[src/rtl/axis_stream_pkg.sv]
// Shared types and helpers for the AXI4-Stream concatenator and its output slice.
// Beat payload is width-generic, so it is provided as a macro taking the byte count.
`ifndef AXIS_STREAM_BEAT_T
`define AXIS_STREAM_BEAT_T(NB) struct packed { logic [(NB)*8-1:0] data; logic last; }
`endif

package axis_stream_pkg;

    // Select-register width; never zero even for a degenerate single-entry range.
    function automatic int unsigned clog2_min1(input int unsigned n);
        return (n < 2) ? 1 : $clog2(n);
    endfunction

endpackage

[src/rtl/axis_reg_slice.sv]
// Two-entry skid buffer: registered data/valid/last toward the sink and a
// registered "not full" ready toward the source, sustaining one beat per cycle.
module axis_reg_slice #(
    parameter int unsigned N = 4
) (
    input  logic           clk_i,
    input  logic           reset_i,
    input  logic [N*8-1:0] s_data_i,
    input  logic           s_last_i,
    input  logic           s_valid_i,
    output logic           s_ready_o,
    output logic [N*8-1:0] m_data_o,
    output logic           m_last_o,
    output logic           m_valid_o,
    input  logic           m_ready_i
);

    typedef `AXIS_STREAM_BEAT_T(N) beat_t;

    beat_t main_q, main_d, skid_q, skid_d, in_beat;
    logic  main_vld_q, main_vld_d, skid_vld_q, skid_vld_d;
    logic  s_fire, m_fire;

    // Skid fills only when the output register is held by a stalled sink.
    always_comb begin
        main_d       = main_q;
        skid_d       = skid_q;
        main_vld_d   = main_vld_q;
        skid_vld_d   = skid_vld_q;
        in_beat.data = s_data_i;
        in_beat.last = s_last_i;
        s_fire       = s_valid_i & ~skid_vld_q;
        m_fire       = main_vld_q & m_ready_i;
        if (m_fire || !main_vld_q) begin
            if (skid_vld_q) begin
                main_d     = skid_q;
                main_vld_d = 1'b1;
                skid_vld_d = 1'b0;
            end else begin
                main_d     = in_beat;
                main_vld_d = s_fire;
            end
        end else if (s_fire) begin
            skid_d     = in_beat;
            skid_vld_d = 1'b1;
        end
    end

    always_ff @(posedge clk_i) begin
        if (reset_i) begin
            main_vld_q <= 1'b0;
            skid_vld_q <= 1'b0;
        end else begin
            main_vld_q <= main_vld_d;
            skid_vld_q <= skid_vld_d;
        end
    end

    always_ff @(posedge clk_i) begin
        main_q <= main_d;
        skid_q <= skid_d;
    end

    assign s_ready_o = ~skid_vld_q;
    assign m_data_o  = main_q.data;
    assign m_last_o  = main_q.last;
    assign m_valid_o = main_vld_q;

endmodule

[src/rtl/axis_stream_catenate.sv]
// Concatenates one packet from each of S AXI4-Stream inputs, in index order, into one output packet.
// Define AXIS_STREAM_CATENATE_REG_OUT_EN to register the output through a skid slice (1-cycle latency).
module axis_stream_catenate
    import axis_stream_pkg::*;
#(
    parameter int unsigned N = 4,
    parameter int unsigned S = 2
) (
    input  logic             aclk,
    input  logic             reset,
    input  logic [S*N*8-1:0] axis_in_tdata,
    input  logic [S-1:0]     axis_in_tvalid,
    input  logic [S-1:0]     axis_in_tlast,
    output logic [S-1:0]     axis_in_tready,
    output logic [N*8-1:0]   axis_out_tdata,
    output logic             axis_out_tvalid,
    output logic             axis_out_tlast,
    input  logic             axis_out_tready
);

    localparam int unsigned   DW       = N * 8;
    localparam int unsigned   SW       = clog2_min1(S);
    localparam logic [SW-1:0] SEL_LAST = SW'(S - 1);

    logic [SW-1:0] sel_q, sel_d;
    logic [DW-1:0] mux_data;
    logic          mux_valid, mux_last, mux_last_in, mux_ready, accept;

    // Input mux; ready is a function of sel and downstream ready only, never of tvalid.
    always_comb begin
        mux_data       = '0;
        mux_valid      = 1'b0;
        mux_last_in    = 1'b0;
        axis_in_tready = '0;
        for (int unsigned i = 0; i < S; i++) begin
            if (sel_q == SW'(i)) begin
                mux_data          = axis_in_tdata[i*DW +: DW];
                mux_valid         = axis_in_tvalid[i] & ~reset;
                mux_last_in       = axis_in_tlast[i];
                axis_in_tready[i] = mux_ready & ~reset;
            end
        end
        // Only the final input's tlast terminates the merged packet.
        mux_last = mux_last_in & (sel_q == SEL_LAST);
    end

    always_comb begin
        sel_d  = sel_q;
        accept = mux_valid & mux_ready;
        if (accept && mux_last_in) begin
            sel_d = (sel_q == SEL_LAST) ? '0 : sel_q + 1'b1;
        end
    end

    always_ff @(posedge aclk) begin
        if (reset) begin
            sel_q <= '0;
        end else begin
            sel_q <= sel_d;
        end
    end

`ifdef AXIS_STREAM_CATENATE_REG_OUT_EN
    logic slice_valid;

    axis_reg_slice #(.N(N)) u_out_slice (
        .clk_i     (aclk),
        .reset_i   (reset),
        .s_data_i  (mux_data),
        .s_last_i  (mux_last),
        .s_valid_i (mux_valid),
        .s_ready_o (mux_ready),
        .m_data_o  (axis_out_tdata),
        .m_last_o  (axis_out_tlast),
        .m_valid_o (slice_valid),
        .m_ready_i (axis_out_tready)
    );

    assign axis_out_tvalid = slice_valid & ~reset;
`else
    assign mux_ready       = axis_out_tready;
    assign axis_out_tdata  = mux_data;
    assign axis_out_tvalid = mux_valid;
    assign axis_out_tlast  = mux_last;
`endif

endmodule

[config.mk]
export PLATFORM = sky130hd
export DESIGN_NAME = axis_stream_catenate
export DESIGN_NICKNAME = d
export VERILOG_FILES = /design/src/rtl/axis_stream_pkg.sv /design/src/rtl/axis_reg_slice.sv /design/src/rtl/axis_stream_catenate.sv
export SDC_FILE = /design/constraint.sdc
export NUM_CORES = 1
export LEC_CHECK = 0
export ABC_AREA = 1
export CORE_ASPECT_RATIO = 1.2
export CORE_MARGIN = 4
export CORE_UTILIZATION = 19
export CTS_CLUSTER_DIAMETER = 150
export DETAILED_ROUTE_END_ITERATION = 7
export GPL_ROUTABILITY_DRIVEN = 0
export PLACE_DENSITY = 0.8
export REMOVE_ABC_BUFFERS = 1
export SETUP_SLACK_MARGIN = 0.3
export SLEW_MARGIN = 20
export SYNTH_ARGS = -nofsm -noshare
export SYNTH_HDL_FRONTEND = slang
export SYNTH_SLANG_ARGS = --single-unit
[constraint.sdc]
create_clock -name aclk -period 1.3 [get_ports aclk]
set_clock_uncertainty 0.15 [all_clocks]
set_input_delay 0.26 -clock aclk [delete_from_list [all_inputs] [get_ports aclk]]
set_output_delay 0.26 -clock aclk [all_outputs]
set_load 0.01 [all_outputs]
# ---- After elaboration in Yosys (flattened, before gate mapping)
# Cells that the tools add are included.
dict set report word_totals {
  ff_bits 1
  latchBits 0
  ramBits 0
  mem_bits_ro 0
  out_inout_bits 36
  elab_cells 15
  memories 0
}
dict set report op_classes {
  n_addsub 1
  n_mul 0
  div_mod_pow 0
  magnitude_cmp 0
  n_eq_ne 0
  shifts 0
  muxes 6
  bitwise 6
  n_reduce_logical 1
}
# op n
set op_table {}
lappend op_table {{32-bit 2-to-1 mux} 1}
lappend op_table {{1-bit AND} 5}
lappend op_table {{1-bit 2-to-1 mux} 5}
lappend op_table {{1-bit adder, second input constant} 1}
lappend op_table {{1-bit logical AND} 1}
lappend op_table {{1-bit NOT} 1}

# ---- Logic depth before layout (Yosys ltp)
dict set report depth {
  word_depth 5
  ltp_mapped 7
  ltp_nobuf 7
}

# ---- Worst setup path before layout
# No wires, ideal clock.
dict set report synth_timing {
  path_type {register -> output}
  from {register sel_q}
  to {output port axis_out_tdata[0]}
  arrival_ps 842
  required_time_ps 890
  path_slack_ps 48
  stages_incl_launch_ff 5
  path_buffers 1
  path_cell_list {dfxtp_1 inv_2 clkbuf_1 nand2_1 nand2_1}
}
dict set report synth_via {
  elab_chain_len 1
}
# item line_no
set synth_rtl {}
lappend synth_rtl {{start: declaration} axis_stream_catenate.sv:25} ;# logic [SW-1:0] sel_q, sel_d;
lappend synth_rtl {{start signal: assignment} axis_stream_catenate.sv:59} ;# sel_q <= sel_d;
lappend synth_rtl {{32-bit 2-to-1 mux} axis_stream_catenate.sv:36} ;# if (sel_q == SW'(i)) begin
lappend synth_rtl {{end: declaration} axis_stream_catenate.sv:15} ;# output logic [N*8-1:0] axis_out_tdata,
# No other way between the ends.

# ---- Worst setup path in the final report
dict set report layout_timing {
  from {register sel_q}
  to {output port axis_out_tdata[26]}
}
# The elaborated chain is that of the path after synthesis.

==> reports/results.txt <==
CP endpoint kind = output pin
Vert. Die Dim = 65.2 um
required time worst endpoint = 0.89 ns
Gate power share = 93.6%
Via Count = 1157
DR WL/cell = 11.7 um
final slew viol count = 0
Leak = 0.00104 uW
Min-Delay Path Class = in -> reg
peak supply drop = 0.000186 V
commonest cells after routing, fill and taps aside = 66 x dlygate4sd2_1, 65 x nand2_1, 32 x nand2_2
largest family of logic cells by synthesized area = simple AND/OR/NAND/NOR gates
yosys warns = 0
pwr dens = 312 nW/um^2
Most flops, register = sel_q
slew margin rel. = 91.7%
mapped cell area = 518 um^2
P_int = 318 uW
DRT antenna net count = 0
share of cells above drive strength 1 = 43.8%
count of cell types in the netlist = 14
outcome = complete, but fails checks
dpl cell area = 1670 um^2
DRC violations left = 0
maxcap violations = 0
largest registers = sel_q (1)
IO Pins = 107
commonest non-fill, non-tap cell in the layout = dlygate4sd2_1
drt total wl = 3.20 mm
Worst-path clk slew = 0 ns
failing checks = negative setup slack
Setup Viol. Count Final = 1
Clock Latency Late Sink = 0 ns
sequential fraction of the synthesis area = 3.86%
initial DRC count = 20
Synth Area in Simple Gates = 82.6%
post-route design area = 1740 um^2
Hold WS = 0.526 ns
mux cell area share after synthesis = 0%
Die Wd = 55.7 um
Compound-Gate Fraction of Synth Area = 2.66%
Site Rows = 20
Core Box Area = 2580 um^2
RSZ-0062 raised after global routing = true
critical path peak fanout = 6
Via density = 4.24
Final nets = 313
die area = 3630 um^2
Achievable Freq = 763 MHz
Area Overhead vs Synth = 237%
Period minus WS final = 1.31 ns
IO Port Bufs = 106
vias in the first global route = 1118
largest net degree at the start of global routing = 20
Synth Register Bits = 1
global route overflow = 0
Hold Violations, Final = 0
Avg Synthesized Cell Area = 4.25 um^2
Ant. Diodes = 0
Final Cycle Share = 101%
initial antenna violation count = 0
global-route wire length before repair = 4.48 mm
hpwl dp = 2.47 mm
Fillers = 253
DR pass1 iterations = 4
Worst setup SP type = register
post-synthesis xor/xnor area fraction = 0%
critical path arrival = 0.90 ns
Worst-Margin Slew = 0.124 ns
P_sw = 225 uW
critical path class = reg -> out
Starting Density = 20.1%
Sw Ratio = 41.4%
max reg flops = 1
Clock power frac = 0%
final worst setup slack = -0.0102 ns
adder-cell share of the synthesized area = 0%
Tot GR Track Use = 14.6%
cells after synthesis = 122
sequential power share = 6.4%
-- timing repair --
action,CTS,global route
gates resized for setup,243,50
setup endpoints to repair,37,37
hold buffers,0,0
pin swaps,94,27
buffers inserted,6,1
gates cloned,0,2
-- per-stage QoR --
stage	std cells	setup TNS (ns)	total power, uW	utilization [%]	setup slack, ns
floorplan	115	-24.80	182	-	-0.876
global placement	264	-17.42	590	64.8	-0.611
detailed placement	264	-17.69	594	64.8	-0.638
CTS	270	0	473	58.7	0.0242
global route	273	-0.216	586	67.7	-0.0381
finish	273	-0.0102	544	67.7	-0.0102
-- Yosys cell counts, drive strengths merged --
master  number  area share [%]
nor2         3             5.1
clkbuf       3             2.2
nand2      101              75
dfxtp        1             3.9
a21oi        2             2.7
nand3        1            0.97
buf          4             5.1
inv          5             3.6
nor3         2             1.9
-- worst max-delay path, cell delays in order, from the launching register on --
cell     delay [ns]
dfxtp_4        0.37
buf_8          0.14
buf_6          0.13
nand2_2        0.06
nand2_1        0.06
buf_2          0.13
-- power groups by stage --
stage          clock network, uW  logic [uW]  registers (uW)
2_1_floorplan                  0         139            42.9
3_3_place_gp                   0         556            33.8
3_5_place_dp                   0         560            34.0
4_1_cts                        0         439            34.0
5_1_grt                        0         551            35.0
6_report                       0         509            34.7
-- kinds of logic (layout without fill, tap and decap cells) --
family,Yosys count,count (layout)
AO/OA/AOI/OAI,2,2
buffers and inverters,12,130
flip-flops,1,1
AND/OR/NAND/NOR,107,107
-- area by class of cell --
class	count	area, um^2	area share, %
Sequential cell	1	23.8	1.36
Tap cell	33	41.3	2.37
Timing Repair Buffer	125	1090	62.4
Multi-Input combinational cell	109	567	32.5
Inverter	5	23.8	1.36
-- metal layers --
layer	GRT usage (%)	vias to the layer above	routed length, um
met5	0	-	0
met4	2.74	0	71
met3	3.73	6	307
met2	31.8	61	1790
met1	13.0	489	1020
li1	-	601	-
-- path summary, 6_finish.rpt --
kind / cells after the start / slack [ns] / startpoint / to
worst min register to register: 4 / 0.64 / sel_q / sel_q
worst min-delay path: 5 / 0.53 / reset / sel_q
worst max register to register: 7 / 0.05 / sel_q / sel_q
worst max-delay path: 5 / -0.01 / sel_q / axis_out_tdata[26]
No activity file was read; power rests on OpenSTA's default activity.
==> variant 1: new RTL, same settings <==
Make the reset (`reset`) asynchronous in one clocked block.
--- a/src/rtl/axis_stream_catenate.sv
+++ b/src/rtl/axis_stream_catenate.sv
@@ -52,7 +52,7 @@
         end
     end
 
-    always_ff @(posedge aclk) begin
+    always_ff @(posedge aclk or posedge reset) begin
         if (reset) begin
             sel_q <= '0;
         end else begin
Behaviour: differs if reset is asserted again (counterexample within 4 cycles, from zero or initial values and one cycle with reset high); with reset held inactive, the same outputs for 10 cycles.
==> variant 1 against the unedited design <==
The run still ends with setup timing left; worst setup slack got worse by 0.045 ns; sequential cell count is the same; wire length down 6.4%; final area fell by 11%; die area grew 2.1%; synthesized area is 2.4% higher; global-route usage shrank 0.76 points; critical path type unchanged.
Power is left out: it rests on default switching activity, and per cell area and clock period it moved more than threefold.
==> variant 1: results (changes against the unedited design) <==
[run_status]
status = finished with violations  ; unchanged
violations = setup timing  ; unchanged

[placement]
dp_worst_setup_slack_ns = -0.655  ; was -0.638 ns
postPlaceCellArea_sq_mm = 0.00167  ; about the same
dp_hpwl_um = 2390  ; was 2470 um
port_buffers = 106  ; unchanged

[drt]
avgViaCountPerCell = 4.10  ; was 4.24
dr_wl_met3_um = 325  ; was 307 um
dr.pass1.iters = 4  ; unchanged
drt-initial-drc-count = 84  ; was 20
wl_met2_um = 1400  ; was 1790 um
highest_layer = met3  ; was met4
wirelength_um = 2990  ; was 3200 um
drt-met1-wl_um = 1270  ; was 1020 um

[yosys]
ys_top_cells_by_count = nand2_1 (105), inv_1 (6), buf_2 (3), buf_4 (3), nor3_1 (2)  ; was nand2_1 (100), inv_1 (4), buf_2 (3), clkbuf_1 (3)
synth_area_leaders = nand2_1 (74%), dfrtp_1 (4.7%), buf_4 (4.2%)  ; was nand2_1 (72%), nor2_4 (4.3%), dfxtp_1 (3.9%)
synth-seq-area-share_pct = 4.72  ; was 3.86%
yosysWarningCount = 0  ; unchanged
ys.flop_type = dfrtp_1  ; was dfxtp_1
synth.distinct_cells = 12  ; was 14
synth_async_sr_flop_share_pct = 100  ; was 0%

[worst_setup_path]
cp_data_arrival_time_ns = 0.95  ; was 0.90 ns
crit_slowest_cell = dfrtp_2  ; was dfxtp_4
r2r_cells = 8  ; was 7
reg2reg_setup_slack_ns = -0.02  ; was 0.05 ns
critPathMaxFanout = 6  ; unchanged
critPathMaxStageDelay_ns = 0.42  ; was 0.37 ns

[clock_tree]
clock_latency_ns = 0  ; about the same
clk_pin_slew_ns = 0  ; about the same

[min_path]
min_path_type = primary input to asynchronous set/reset pin  ; was primary input to flop

[grt]
grt_max_degree = 25  ; was 20
grt_use_total_pct = 13.8  ; was 14.6%
grt_pass1_vias = 978  ; was 1118
antenna_found_initial = 0  ; unchanged
grt_pass1_wl_um = 4290  ; was 4480 um

[sta]
tightest_slew_ns = 0.166  ; was 0.124 ns
setup_viol = 34  ; was 1
fin_ws_ns = -0.0555  ; was -0.0102 ns

[finish]
reg_top3 = sel_q x1  ; unchanged
nets = 310  ; was 313
insertedDiodeCount = 0  ; unchanged
fillCellCount = 305  ; was 253
drive_gt1_share_pct = 25.7  ; was 43.8%

variant 1: cell count changes after synthesis, moves of 2 or more:
| cell | change |
|---|---|
| clkbuf_1 | -3 |
| inv_1 | +2 |
| nand2_1 | +5 |
| buf_4 | +3 |
variant 1: cells by family (layout without fill, tap and decap cells):
kind of cell / Yosys count / in the layout / share of synthesized area [%]
buffers and inverters: 14 / 125 / 14.1
AND/OR/NAND/NOR: 111 / 111 / 81.1
flip-flops: 1 / 1 / 4.72
variant 1: final cells by class:
cell class / instances / share of cell area [%]
Multi-Input combinational cell: 111 / 29.6
Sequential cell: 1 / 1.69
Tap cell: 33 / 2.65
Timing Repair Buffer: 118 / 64.2
Inverter: 7 / 1.85
variant 1: through the flow:
step | hold WS [ns] | utilization, % | instances | TNS, ns
floorplan | -0.153 | - | 119 | -20.44
global placement | 0.428 | 64.3 | 265 | -17.24
detailed placement | 0.436 | 64.3 | 265 | -17.56
CTS | 0.237 | 56.2 | 267 | -0.940
global route | 0.300 | 59.8 | 270 | -2.72
finish | 0.270 | 59.8 | 270 | -1.09
variant 1: path summary, 6_finish.rpt:
path / start / endpoint
min in group aclk: sel_q / sel_q
worst min register to register: sel_q / sel_q
worst min-delay path: reset / sel_q
worst max-delay path: sel_q / axis_out_tdata[5]
worst max register to register: sel_q / sel_q
max in group asynchronous: reset / sel_q
variant 1: timing repair:
action                                  CTS  global route
gates cloned                              0             3
pin swaps                                59             5
resized for setup                       226             7
buffers inserted                          2             0
endpoints found under the setup margin   37            37
variant 1: per-layer routing:
metal / track usage [%] / vias to the layer above
li1: - / 590
met1: 16.6 / 440
met2: 26.3 / 76
met3: 2.54 / 0
met4: 0.890 / 0
met5: 0 / -
variant 1: critical path: cells and delay by family, from the launching register on:
kind / cells / cell delay, ns
buffers and inverters: 3 / 0.44
DFF: 1 / 0.42
and+or+nand+nor: 2 / 0.10
==> variant 2: new RTL, same flow settings <==
Made on the original files. Set the parameter `N` to 8 (it was 4).
--- a/src/rtl/axis_stream_catenate.sv
+++ b/src/rtl/axis_stream_catenate.sv
@@ -3,7 +3,7 @@
 module axis_stream_catenate
     import axis_stream_pkg::*;
 #(
-    parameter int unsigned N = 4,
+    parameter int unsigned N = 8,
     parameter int unsigned S = 2
 ) (
     input  logic             aclk,
Ports: changed (resized axis_in_tdata and axis_out_tdata); port bits go from 107 to 203. No check against the original RTL was run, so the function may have changed too.
==> variant 2 against the unedited design <==
The run still ends with setup timing left; critical path depth up 2; sequential cell count unchanged; first-iteration DRC count up 90%; final area up 60%; wire length up 100%; via count up 76%; combinational power up 64%; sequential power up 4%; synthesized area up 83%; worst setup slack worse by 0.035 ns; core utilization down 8.2 points; total power up 60%; largest cell class unchanged; highest routed layer unchanged.
==> variant 2: results (changes against the unedited design) <==
[yosys]
synth_area_leaders = nand2_1 (78%), buf_6 (8.3%), buf_4 (3.2%)  ; was nand2_1 (72%), nor2_4 (4.3%), dfxtp_1 (3.9%)
syn_inst = 226  ; was 122
synth_compound_area_share_pct = 1.45  ; was 2.66%
ys_top_cells_by_count = nand2_1 (197), buf_6 (7), buf_4 (4), inv_1 (4)  ; was nand2_1 (100), inv_1 (4), buf_2 (3), clkbuf_1 (3)
synth-seq-area-share_pct = 2.11  ; was 3.86%

[clock_tree]
clock_latency_ns = 0  ; about the same
clk_pin_slew_ns = 0  ; about the same

[drt]
drt-initial-drc-count = 38  ; was 20
drt-met1-wl_um = 2270  ; was 1020 um
num_vias = 2040  ; was 1157
wl_met2_um = 3400  ; was 1790 um
highest_layer = met4  ; unchanged
avgViaCountPerCell = 4.15  ; was 4.24
wl_per_cell_um = 13.1  ; was 11.7 um
dr_wl_met3_um = 683  ; was 307 um

[finish]
drive_gt1_share_pct = 23.3  ; was 43.8%
reg_top3 = sel_q x1  ; unchanged
nets = 570  ; was 313

[placement]
place_inst = 484  ; was 264
postPlaceCellArea_sq_mm = 0.00308  ; was 0.00167 sq mm
dp_worst_setup_slack_ns = -0.645  ; was -0.638 ns
port_buffers = 202  ; was 106
dp_hpwl_um = 5320  ; was 2470 um

[worst_setup_path]
reg2reg_setup_slack_ns = -0.04  ; was 0.05 ns
endpoint_kind = flop  ; was output pin
cp_data_arrival_time_ns = 1.08  ; was 0.90 ns
critPathMaxFanout = 7  ; was 6
r2r_cells = 7  ; unchanged

[grt]
grt_max_degree = 31  ; was 20
antenna_found_initial = 1  ; was 0
grt_pass1_wl_um = 9490  ; was 4480 um
met2_usage_pct = 37.4  ; was 31.8%
grtUsageMet1_pct = 18.4  ; was 13.0%
use_met3_pct = 5.21  ; was 3.73%
grt_use_total_pct = 18.4  ; was 14.6%

[sta]
worst_slew_margin_rel_pct = 90.7  ; was 91.7%
fin_ws_ns = -0.0450  ; was -0.0102 ns
setup_viol = 29  ; was 1
fin_setup_tns_ns = -0.319  ; was -0.0102 ns
fin_hold_ws_ns = 0.416  ; was 0.526 ns

[run_status]
violations = setup timing  ; unchanged
status = finished with violations  ; unchanged

[power_and_ir_drop]
p_seq_share_pct = 4.2  ; was 6.4%
power.internal_uw = 502  ; was 318 uW
pwr.group.sequential_uw = 36.2  ; was 34.7 uW
comb_power_uw = 835  ; was 509 uW
ir_worst_vdd_mv = 0.154  ; was 0.186 mV
leakagePower_uw = 0.00175  ; was 0.00104 uW

[min_path]
hold_depth = 4  ; was 5

==> variant 2: changes by cell type after synthesis, moves of 2 or more <==
cell,change
buf_4,+4
nand2_1,+97
nor2_4,-2
buf_6,+6
==> variant 2: what timing repair did <==
| item | in CTS | in global routing |
|---|---|---|
| gates cloned | 1 | 2 |
| endpoints found under the setup margin | 69 | 69 |
| pin swaps | 136 | 4 |
| setup buffers | 4 | 0 |
| gates resized for setup | 428 | 12 |
| hold buffers | 0 | 0 |
==> variant 2: cell type report <==
class	instances	area [sq um]
inverter	5	26.3
timing repair buffer	222	1860
multi-input combinational	205	811
sequential	1	23.8
tap	58	72.6
fill	540	1900
antenna	1	2.50
==> variant 2: worst max-delay path, stage by stage (launching register included) <==
cell and delay [ns]:
dfxtp_4 0.40, buf_12 0.15, nand2_2 0.07, buf_6 0.12
a21oi_4 0.16, nand3_1 0.09, nand2_1 0.06, nor2_1 0.03
